===== src/rtl/pipe_scoreboard.sv =====
// Issue-stage register scoreboard: one write-latency down-counter per architectural
// register, with RAW/WAW hazard detection and an optional bypass-readiness window.
module pipe_scoreboard #(
  parameter int REG_AW = 4,
  parameter int NRD    = 2,
  parameter int LAT_W  = 3,
  parameter int FWD_EN = 1
) (
  input  logic                  clk,
  input  logic                  reset,
  input  logic                  issue_valid,
  input  logic                  issue_we,
  input  logic [REG_AW-1:0]     issue_rd,
  input  logic [LAT_W-1:0]      issue_lat,
  input  logic [NRD*REG_AW-1:0] src_addr,
  input  logic [NRD-1:0]        src_used,
  input  logic                  flush,
  output logic                  stall,
  output logic                  issue_accept,
  output logic [NRD-1:0]        fwd_hit,
  output logic [REG_AW:0]       busy_count
);

  localparam int NREG = 1 << REG_AW;

  logic [LAT_W-1:0]  cnt_q [NREG];
  logic [LAT_W-1:0]  cnt_d [NREG];
  logic [REG_AW:0]   busy_count_q;
  logic [REG_AW:0]   busy_count_d;

  logic [LAT_W-1:0]  src_cnt [NRD];
  logic [NRD-1:0]    port_ok;
  logic [NRD-1:0]    fwd_raw;
  logic              waw_hazard;
  logic              load_en;

  function automatic logic [LAT_W-1:0] sat_dec(input logic [LAT_W-1:0] v);
    sat_dec = (v != '0) ? v - LAT_W'(1) : '0;
  endfunction

  function automatic logic [REG_AW:0] count_busy(input logic [LAT_W-1:0] c [NREG]);
    count_busy = '0;
    for (int r = 0; r < NREG; r++) begin
      if (c[r] != '0) count_busy = count_busy + (REG_AW+1)'(1);
    end
  endfunction

  // Hazard evaluation from current (pre-update) counters
  always_comb begin
    port_ok = '0;
    fwd_raw = '0;
    for (int k = 0; k < NRD; k++) begin
      src_cnt[k] = cnt_q[src_addr[k*REG_AW +: REG_AW]];
      fwd_raw[k] = src_used[k] && (FWD_EN != 0) && (src_cnt[k] == LAT_W'(1));
      port_ok[k] = !src_used[k] || (src_cnt[k] == '0) || fwd_raw[k];
    end
    waw_hazard   = issue_we && (cnt_q[issue_rd] > issue_lat);
    // Outputs are forced quiet while reset is held; accept still reflects the cleared state
    stall        = reset && issue_valid && !flush && (!(&port_ok) || waw_hazard);
    fwd_hit      = reset ? fwd_raw : '0;
    issue_accept = issue_valid && !flush && !stall;
    load_en      = issue_accept && issue_we && (issue_lat != '0);
  end

  // Next-state counters: decrement everywhere, a new load wins for its register
  always_comb begin
    for (int r = 0; r < NREG; r++) begin
      cnt_d[r] = sat_dec(cnt_q[r]);
      if (load_en && (issue_rd == REG_AW'(r))) cnt_d[r] = issue_lat;
    end
    busy_count_d = count_busy(cnt_d);
  end

  always_ff @(posedge clk) begin
    if (!reset) begin
      for (int r = 0; r < NREG; r++) cnt_q[r] <= '0;
      busy_count_q <= '0;
    end else begin
      for (int r = 0; r < NREG; r++) cnt_q[r] <= cnt_d[r];
      busy_count_q <= busy_count_d;
    end
  end

  assign busy_count = busy_count_q;

endmodule

===== config.mk =====
export PLATFORM = sky130hd
export DESIGN_NAME = pipe_scoreboard
export DESIGN_NICKNAME = d
export VERILOG_FILES = /design/src/rtl/pipe_scoreboard.sv
export SDC_FILE = /design/constraint.sdc
export NUM_CORES = 1
export LEC_CHECK = 0
export CAP_MARGIN = 15
export CORE_MARGIN = 5
export CORE_UTILIZATION = 55
export DETAILED_ROUTE_END_ITERATION = 16
export HOLD_SLACK_MARGIN = 0.06
export PLACE_DENSITY = 0.77
export SETUP_SLACK_MARGIN = 0.5
export SKIP_LAST_GASP = 1
export SYNTH_ARGS = -nofsm -noshare
export SYNTH_HDL_FRONTEND = slang
export SYNTH_SLANG_ARGS = --single-unit

===== constraint.sdc =====
create_clock -name clk -period 11.75 [get_ports clk]
set_input_delay 1.175 -clock clk [delete_from_list [all_inputs] [get_ports clk]]
set_output_delay 1.175 -clock clk [all_outputs]
set_load 0.05 [all_outputs]

Word-level counts from Yosys, hierarchy flattened --
Memory sizes are Yosys's and may differ from the RTL's. Index checks and enable logic that the tools add are counted.
Storage, ports and cells: output and inout port bits 9, memories 1, RAM bits 48, register bits 5
Memory list:
- cnt_q | depth 16, width 3, read ports 19, clocked after memory_dff 0, write ports 16, RTL line 26 | logic [LAT_W-1:0] cnt_q [NREG];
Cells by class: bitwise gates (word level) 16, reductions and logical operators 73, $add $sub $neg 31, equality and inequality tests 17, order comparisons 1, muxes and demuxes 67
Operators with widths (count):
- $mux W3 | 48
- $reduce_bool A3 Y1 | 33
- $add A5 B1 Y5 const B | 15
- $mux W5 | 15
- $sub A3 B1 Y3 const B | 16
- $eq A4 B4 Y1 const B | 8
- $logic_and A1 B1 Y1 | 26
- $eq A4 B3 Y1 const B | 4
- $or A1 B1 Y1 | 16
- $eq A4 B2 Y1 const B | 2
- $eq A3 B1 Y1 const B | 2
- $logic_not A3 Y1 | 2
- $logic_not A1 Y1 | 5
- $logic_or A1 B1 Y1 | 5
- $eq A4 B1 Y1 const B | 1
- $logic_not A4 Y1 | 1
- $gt A3 B3 Y1 | 1
- $mux W1 | 3
- $mux W2 | 1
- $reduce_and A2 Y1 | 1

Logic depth before layout (Yosys ltp) --
An unclocked memory read counts as a cell.
depth after elaboration 46, depth in mapped cells 56

Least setup slack after synthesis --
No wires, ideal clock.
kind input to register, start point input issue_rd[0], end point register busy_count_q[4], in the netlist busy_count[4], slack -0.790 ns, required time 11.678 ns, arrival time 12.468 ns, library setup time 0.072 ns, stages 54, cell sequence clkbuf_1 > buf_1 > mux4_2 > mux4_2 > ha_1 > nor2b_1 > o21ai_0 > nand2b_1 > and4_1 > clkbuf_1 > nor3_2 > clkbuf_1 > nand3_1 > o211ai_1 > o21ai_0 > and2_1 > ha_1 > nor2_1 > [... 18 more ...] > a21oi_1 > xnor2_1 > o21ai_0 > ha_1 > o22a_1 > xnor2_1 > a21oi_1 > ha_1 > nor2_1 > a31oi_1 > xnor2_1 > mux2_2 > ha_1 > mux2_2 > ha_1 > nand3_1 > or3_1 > mux2i_1
Between the ends: longest elaborated chain between the ends 43, elaborated cells between the ends (all ways) 104
RTL lines:
- start, declared | RTL line 13 | input logic [REG_AW-1:0] issue_rd,
- $mem_v2 Z16 W3
- $gt A3 B3 Y1 | RTL line 57 | waw_hazard = issue_we && (cnt_q[issue_rd] > issue_lat);
- $logic_and A1 B1 Y1 | RTL line 57
- $logic_or A1 B1 Y1 | RTL line 59 | stall = reset && issue_valid && !flush && (!(&port_ok) || waw_hazard);
- $logic_and A1 B1 Y1 | RTL line 59
- $logic_not A1 Y1 | RTL line 61 | issue_accept = issue_valid && !flush && !stall;
- $logic_and A1 B1 Y1 | RTL line 61
- $logic_and A1 B1 Y1 (2 in series) | RTL line 62 | load_en = issue_accept && issue_we && (issue_lat != '0);
- [... 26 more ...]
- $add A5 B1 Y5 | RTL line 44 | if (c[r] != '0) count_busy = count_busy + (REG_AW+1)'(1);
- $mux W5 | RTL line 44
- $add A5 B1 Y5 | RTL line 44
- $mux W5 | RTL line 44
- $add A5 B1 Y5 | RTL line 44
- $mux W5 | RTL line 44
- $add A5 B1 Y5 | RTL line 44
- $mux W5 * | RTL line 44
- end signal, assigned | RTL line 80 | busy_count_q <= busy_count_d;
- end, declared | RTL line 28 | logic [REG_AW:0] busy_count_q;
Every way passes the cells marked *; elsewhere a longest branch is shown, timed or not. A chain may end at the register's enable or synchronous reset.

Worst setup path after layout --
Ends and elaborated chain as after synthesis.

==> out/summary.txt <==
Vias per Instance = 6.45
Area grow syn2layout = 16.7%
PwrDens = 68.9 nW/um^2
Via count of the routed design = 6098
Top post-synthesis cells by area = dfxtp_1 17%, ha_1 10%, mux4_2 9.0%
Register area share after synthesis = 17.0%
Synth Flop Type = dfxtp_1
Vias in the first global route = 5804
Startpoint Class = input port
Worst Path Max Fanout = 7
Share of the synthesized area in the top cell type = 17.0%
Hold buffers post-CTS = 0
Tot GR Track Use = 27.5%
DRT Pass-1 Iters = 6
Cts bufs inserted = 5
Setup CP Type = input port to register
Status = completed
Total Power = 0.000501 W
Period utilization = 92.4%
Leading area contributor after synthesis = dfxtp_1
# setup viols final = 0
ANT nets after route = 0
Top cells by count, synth = 104 x nor2_1, 67 x nand2_1, 55 x a21oi_1
Die height = 116 um
First-pass GRT wire length = 29500 um
VDD IR max = 0.0694 mV
Clk pin slew, worst setup/hold paths = 0.08 ns
Ports = 31
Mapped Area = 6230 um^2
Fmax = 92.1 MHz
Min-delay worst type = register to register
CP peak stage delay = 0.51 ns
Gate Count Post-Synth = 766
Final Max Tran Viols = 0
Total Neg Setup Slack = 0 ns
Leak = 3.16 nW
Worst hold margin = 0.666 ns
Htree depth = 2
Tmin final = 10.86 ns
CP max-delay cell = mux4_2
Flop and latch count out of synthesis = 53
Worst Tran Pin Value = 0.899 ns
Post-synth EDFFs = 0
CP required = 11.98 ns
CTS tree = built
CP Capture Type = register
Synth warn = 0
RSZ-0062 raised after global routing = false
Most frequent CP cell = ha_1
Initial Util = 56.8%
# DRC = 0
GRT overflow = 0
Full die area = 13600 um^2
Top-count cell post-synth = nor2_1
Share of layout cells above drive strength 1 = 17.6%
Largest net degree at the start of global routing = 51
Final hold viol count = 0
Area of the core = 11000 um^2
Worst Clk Skew = 0.00890 ns
Layout Nets = 877
Routed wire length = 18400 um
DR iter-0 viols = 534
Mean Syn Cell Area = 8.14 um^2
Diodes inserted = 0
Number of I/O port buffers = 30
Max transition margin = 39.5%
Critical path arrival = 11.09 ns
WL per Instance = 19.5 um
DP Wirelength = 13700 um
RePlAce Congestion = 0.972
Yosys cell types = 77
Layout fillers = 922
Die X = 116 um
Rows = 38
Clock Tree Buf Depth = 2
Ys async rst share = 0%
Root buffer cell = clkbuf_16
Post-Syn Nets = 838
Clock sinks = 53
Clk_lat worst skew = 0.30 ns
Max Cap Viol = 0
Initial antenna violation count = 0
## per-layer routing
| metal | vias to the layer above | GRT usage [%] | part of all wire, % |
|---|---|---|---|
| met5 | - | 0 | 0 |
| met4 | 0 | 9.28 | 3.3 |
| met3 | 54 | 5.44 | 9.5 |
| met2 | 295 | 45.9 | 47 |
| met1 | 2937 | 35.7 | 40 |
| li1 | 2812 | - | - |
## through the flow
stage          area [um^2]  util [%]  cells  worst slack (ns)
3_3_place_gp          6750      61.4    915             0.205
5_1_grt               7280      66.2    946             0.352
3_5_place_dp          6750      61.4    915            -0.203
4_1_cts               7050      64.2    933             0.505
6_report              7280      66.2    946             0.893
2_1_floorplan         6360         -    766             0.526
## timing repair
item,in CTS,in global routing
endpoints found under the setup margin,4,4
cloned,2,0
buffers inserted,8,13
pin swaps,4,24
hold endpoints to repair,0,0
gates resized for setup,6,28
## worst max-delay path: cells and delay by family
family	cells	cell delay, ns
adders and majority gates	10	2.61
AOI/OAI and AO/OA	16	2.21
and+or+nand+nor	13	1.98
muxes	5	1.53
xor gates and xnor gates	4	0.84
buffers and inverters	5	0.70
## report_power, final
group          internal [W]  leakage, nW  total [W]  switching (W)
clock             0.0000808       0.0708   0.000157      0.0000760
combinational     0.0000721         2.66   0.000161      0.0000892
sequential         0.000181        0.427   0.000183     0.00000177
total              0.000334         3.16   0.000501       0.000167
## cell usage in the layout (no fill, tap or decap), types with 5 or more instances in the layout
master,instances
buf_4,34
nor2_1,102
and3_1,9
and2_1,7
xnor2_2,5
nor4_1,14
a21oi_2,6
nor4b_1,7
clkbuf_16,5
a211oi_1,5
nor3_1,16
dfxtp_1,53
nand2_1,66
ha_4,5
or3b_2,5
clkdlybuf4s50_1,25
mux2i_1,21
nor3b_1,15
o21ai_0,29
xor2_1,11
nand3_1,17
mux4_2,25
nand2b_1,22
xnor2_4,6
a21oi_1,51
nor2b_1,6
xnor2_1,23
o211ai_1,11
inv_1,46
o21ai_1,5
ha_1,44
## cell families (layout without fill, tap and decap cells)
kind of cell	Yosys count	count (layout)	synth area share, %
fa+ha+maj	50	50	10.0
buf+inv	84	124	5.66
compound gates	155	155	16.9
mux	49	49	12.9
flops	53	53	17.0
xor+xnor	53	53	10.9
simple gates	322	322	26.5
## registers in the layout, summed over array words and instances (netlist names)
name and count:
busy_count 5, cnt_q 48
## final cells by class
class                      instances  area (um^2)  share of cell area (%)
inverter                          47          176                    2.42
clock buffer                       5          125                    1.72
sequential                        53         1060                    14.6
timing repair buffer              69          677                    9.30
multi-input combinational        629         5040                    69.2
clock inverter                     3         25.0                   0.344
tap                              140          175                    2.41
## final timing paths
kind,startpoint,to,slack (ns),cells past startpoint
hold reg to reg,cnt_q[7][0]$_SDFF_PN0_,cnt_q[7][0]$_SDFF_PN0_,0.67,3
setup reg to reg,cnt_q[3][1]$_SDFF_PN0_,busy_count[4]$_SDFF_PN0_,1.67,50
setup / recovery,issue_rd[0],busy_count[4]$_SDFF_PN0_,0.89,53
hold / removal,cnt_q[7][0]$_SDFF_PN0_,cnt_q[7][0]$_SDFF_PN0_,0.67,3
(Power assumes the default switching activity.)
==> variant, RTL diff (same settings) <==
The parameter `LAT_W` goes from 3 to 6.
--- a/src/rtl/pipe_scoreboard.sv
+++ b/src/rtl/pipe_scoreboard.sv
@@ -3,7 +3,7 @@
 module pipe_scoreboard #(
   parameter int REG_AW = 4,
   parameter int NRD    = 2,
-  parameter int LAT_W  = 3,
+  parameter int LAT_W  = 6,
   parameter int FWD_EN = 1
 ) (
   input  logic                  clk,
Interface: changed (resized issue_lat); port bits go from 31 to 34. The function was not compared with the original's and may differ.
==> variant against the original RTL <==
Synthesized area up 60%. Sequential cell count up 48. Count of clock-buffer cells in the layout up 4. Maximum frequency down 5.1%. Final area up 63%. Sequential share of layout area up 2.5 points. Clock skew up 5.1 ps. Cell count up 65%. Setup slack worse by 580 ps. Routed wire length up 74%. Critical path depth up 6. Critical endpoint unchanged. Highest routed layer unchanged.
Power is not shown: default switching activity piles up to over one toggle a cycle in this logic, so the estimate is an artifact.
==> variant: results (changes against the original RTL) <==
| Metric | Value |
|---|---|
| Max Freq | 0.0875 GHz (-5.1%) |
| Syn_nets | 1329 (+59%) |
| Sequential share of the synthesized area | 0.203 (+0.0329) |
| Synth top cells by count | nor2_1 (186), nor3_1 (109), dfxtp_1 (101), nand2_1 (99), a21oi_1 (96) |
| Crit path DAT | 11660 ps (+570 ps) |
| Met1 usage | 0.412 (+0.0546) |
| Status | finished clean |
| Dpl ws | -606 ps (-404 ps) |
| Total Routing Usage GR | 0.310 (+0.0346) |
| Placed Area | 0.0111 sq mm (+64%) |
| Worst Path Max Fanout | 6 (-1) |
| Number of global-route vias before repair | 9428 (+62%) |
| Main area contributors after synthesis | dfxtp_1 (20%), mux4_2 (9.0%), nor2_1 (7.0%) |
| Layout cell share with drive strength beyond 1 | 0.204 (+0.0274) |
| Wire per inst | 20.6 microns (+5.7%) |
| Netlist cell types | 99 (+29%) |
| Met3 Usage GRT | 0.0747 (+0.0203) |
| Filler cell count | 1529 (+66%) |
| Via count | 10139 (+66%) |
| Max reg flops | 96 (+100%) |
| Slew of the pin with the lowest slew margin | 1130 ps (+231 ps) |
| Port bufs | 33 (+10%) |
| DP HPWL | 23.9 mm (+75%) |
| CTS buffer count | 9 (+4) |
| Clk Latency, worst-skew pair | 370 ps (+70 ps) |
| Syn. warnings | 0 (unchanged) |
| Clk_skew | 14.0 ps (+5.08 ps) |
| Placer Congestion | 1.02 (+4.7%) |
| CP top delay family | simple AND/OR/NAND/NOR gates |
| Number of DRC markers in iteration 0 | 1195 (+120%) |
| Drt first pass iters | 5 (-1) |
-- variant: final cells by class --
cell class,count,area share
flip-flops and latches,101,0.171
well taps,229,0.0242
clock buffers,9,0.0190
inverters,65,0.0213
clock inverters,7,0.00559
repair buffers,127,0.0982
multi-input cells,1022,0.661
-- variant: worst paths after layout --
path / endpoint / slack (ps) / from / cells past startpoint
worst max-delay path: busy_count[4] / 320 / issue_rd[0] / 59
worst min-delay path: cnt_q[7][3] / 680 / cnt_q[7][3] / 3
worst max register to register: busy_count[4] / 950 / cnt_q[3][3] / 57
worst min register to register: cnt_q[7][3] / 680 / cnt_q[7][3] / 3
-- variant: logic make-up (layout without fill, tap and decap cells) --
| family | after synthesis | in the layout | share of synthesized area |
|---|---|---|---|
| AO/OA/AOI/OAI | 258 | 258 | 0.183 |
| XOR/XNOR | 81 | 81 | 0.0922 |
| adder cells (fa/ha/maj) | 52 | 52 | 0.0651 |
| buffers and inverters | 130 | 208 | 0.0567 |
| flip-flops | 101 | 101 | 0.203 |
| multiplexers | 68 | 68 | 0.121 |
| AND/OR/NAND/NOR | 563 | 563 | 0.279 |
-- variant: metrics by stage --
step,TNS (ps),cells,utilization
floorplan,-223,1253,-
detailed placement,-1140,1522,0.619
global placement,-410,1522,0.619
finish,0,1560,0.662
global route,-151,1560,0.662
CTS,0,1550,0.649
-- variant: worst min-delay path, cell delays in order, from the launching register on --
cell	delay, ps
dfxtp_1	410
xor2_1	90
nand3_1	70
a21oi_1	60
-- variant: metal layers --
| layer | up-vias | share of wire |
|---|---|---|
| met1 | 4778 | 0.41 |
| li1 | 4737 | - |
| met5 | - | 0 |
| met2 | 521 | 0.45 |
| met3 | 103 | 0.098 |
| met4 | 0 | 0.046 |
-- variant: repair_timing --
action	4_1_cts	5_1_grt
endpoints found under the setup margin	4	4
buffers inserted	9	8
resized for setup	18	36
pin swaps	18	18
cloned	3	0
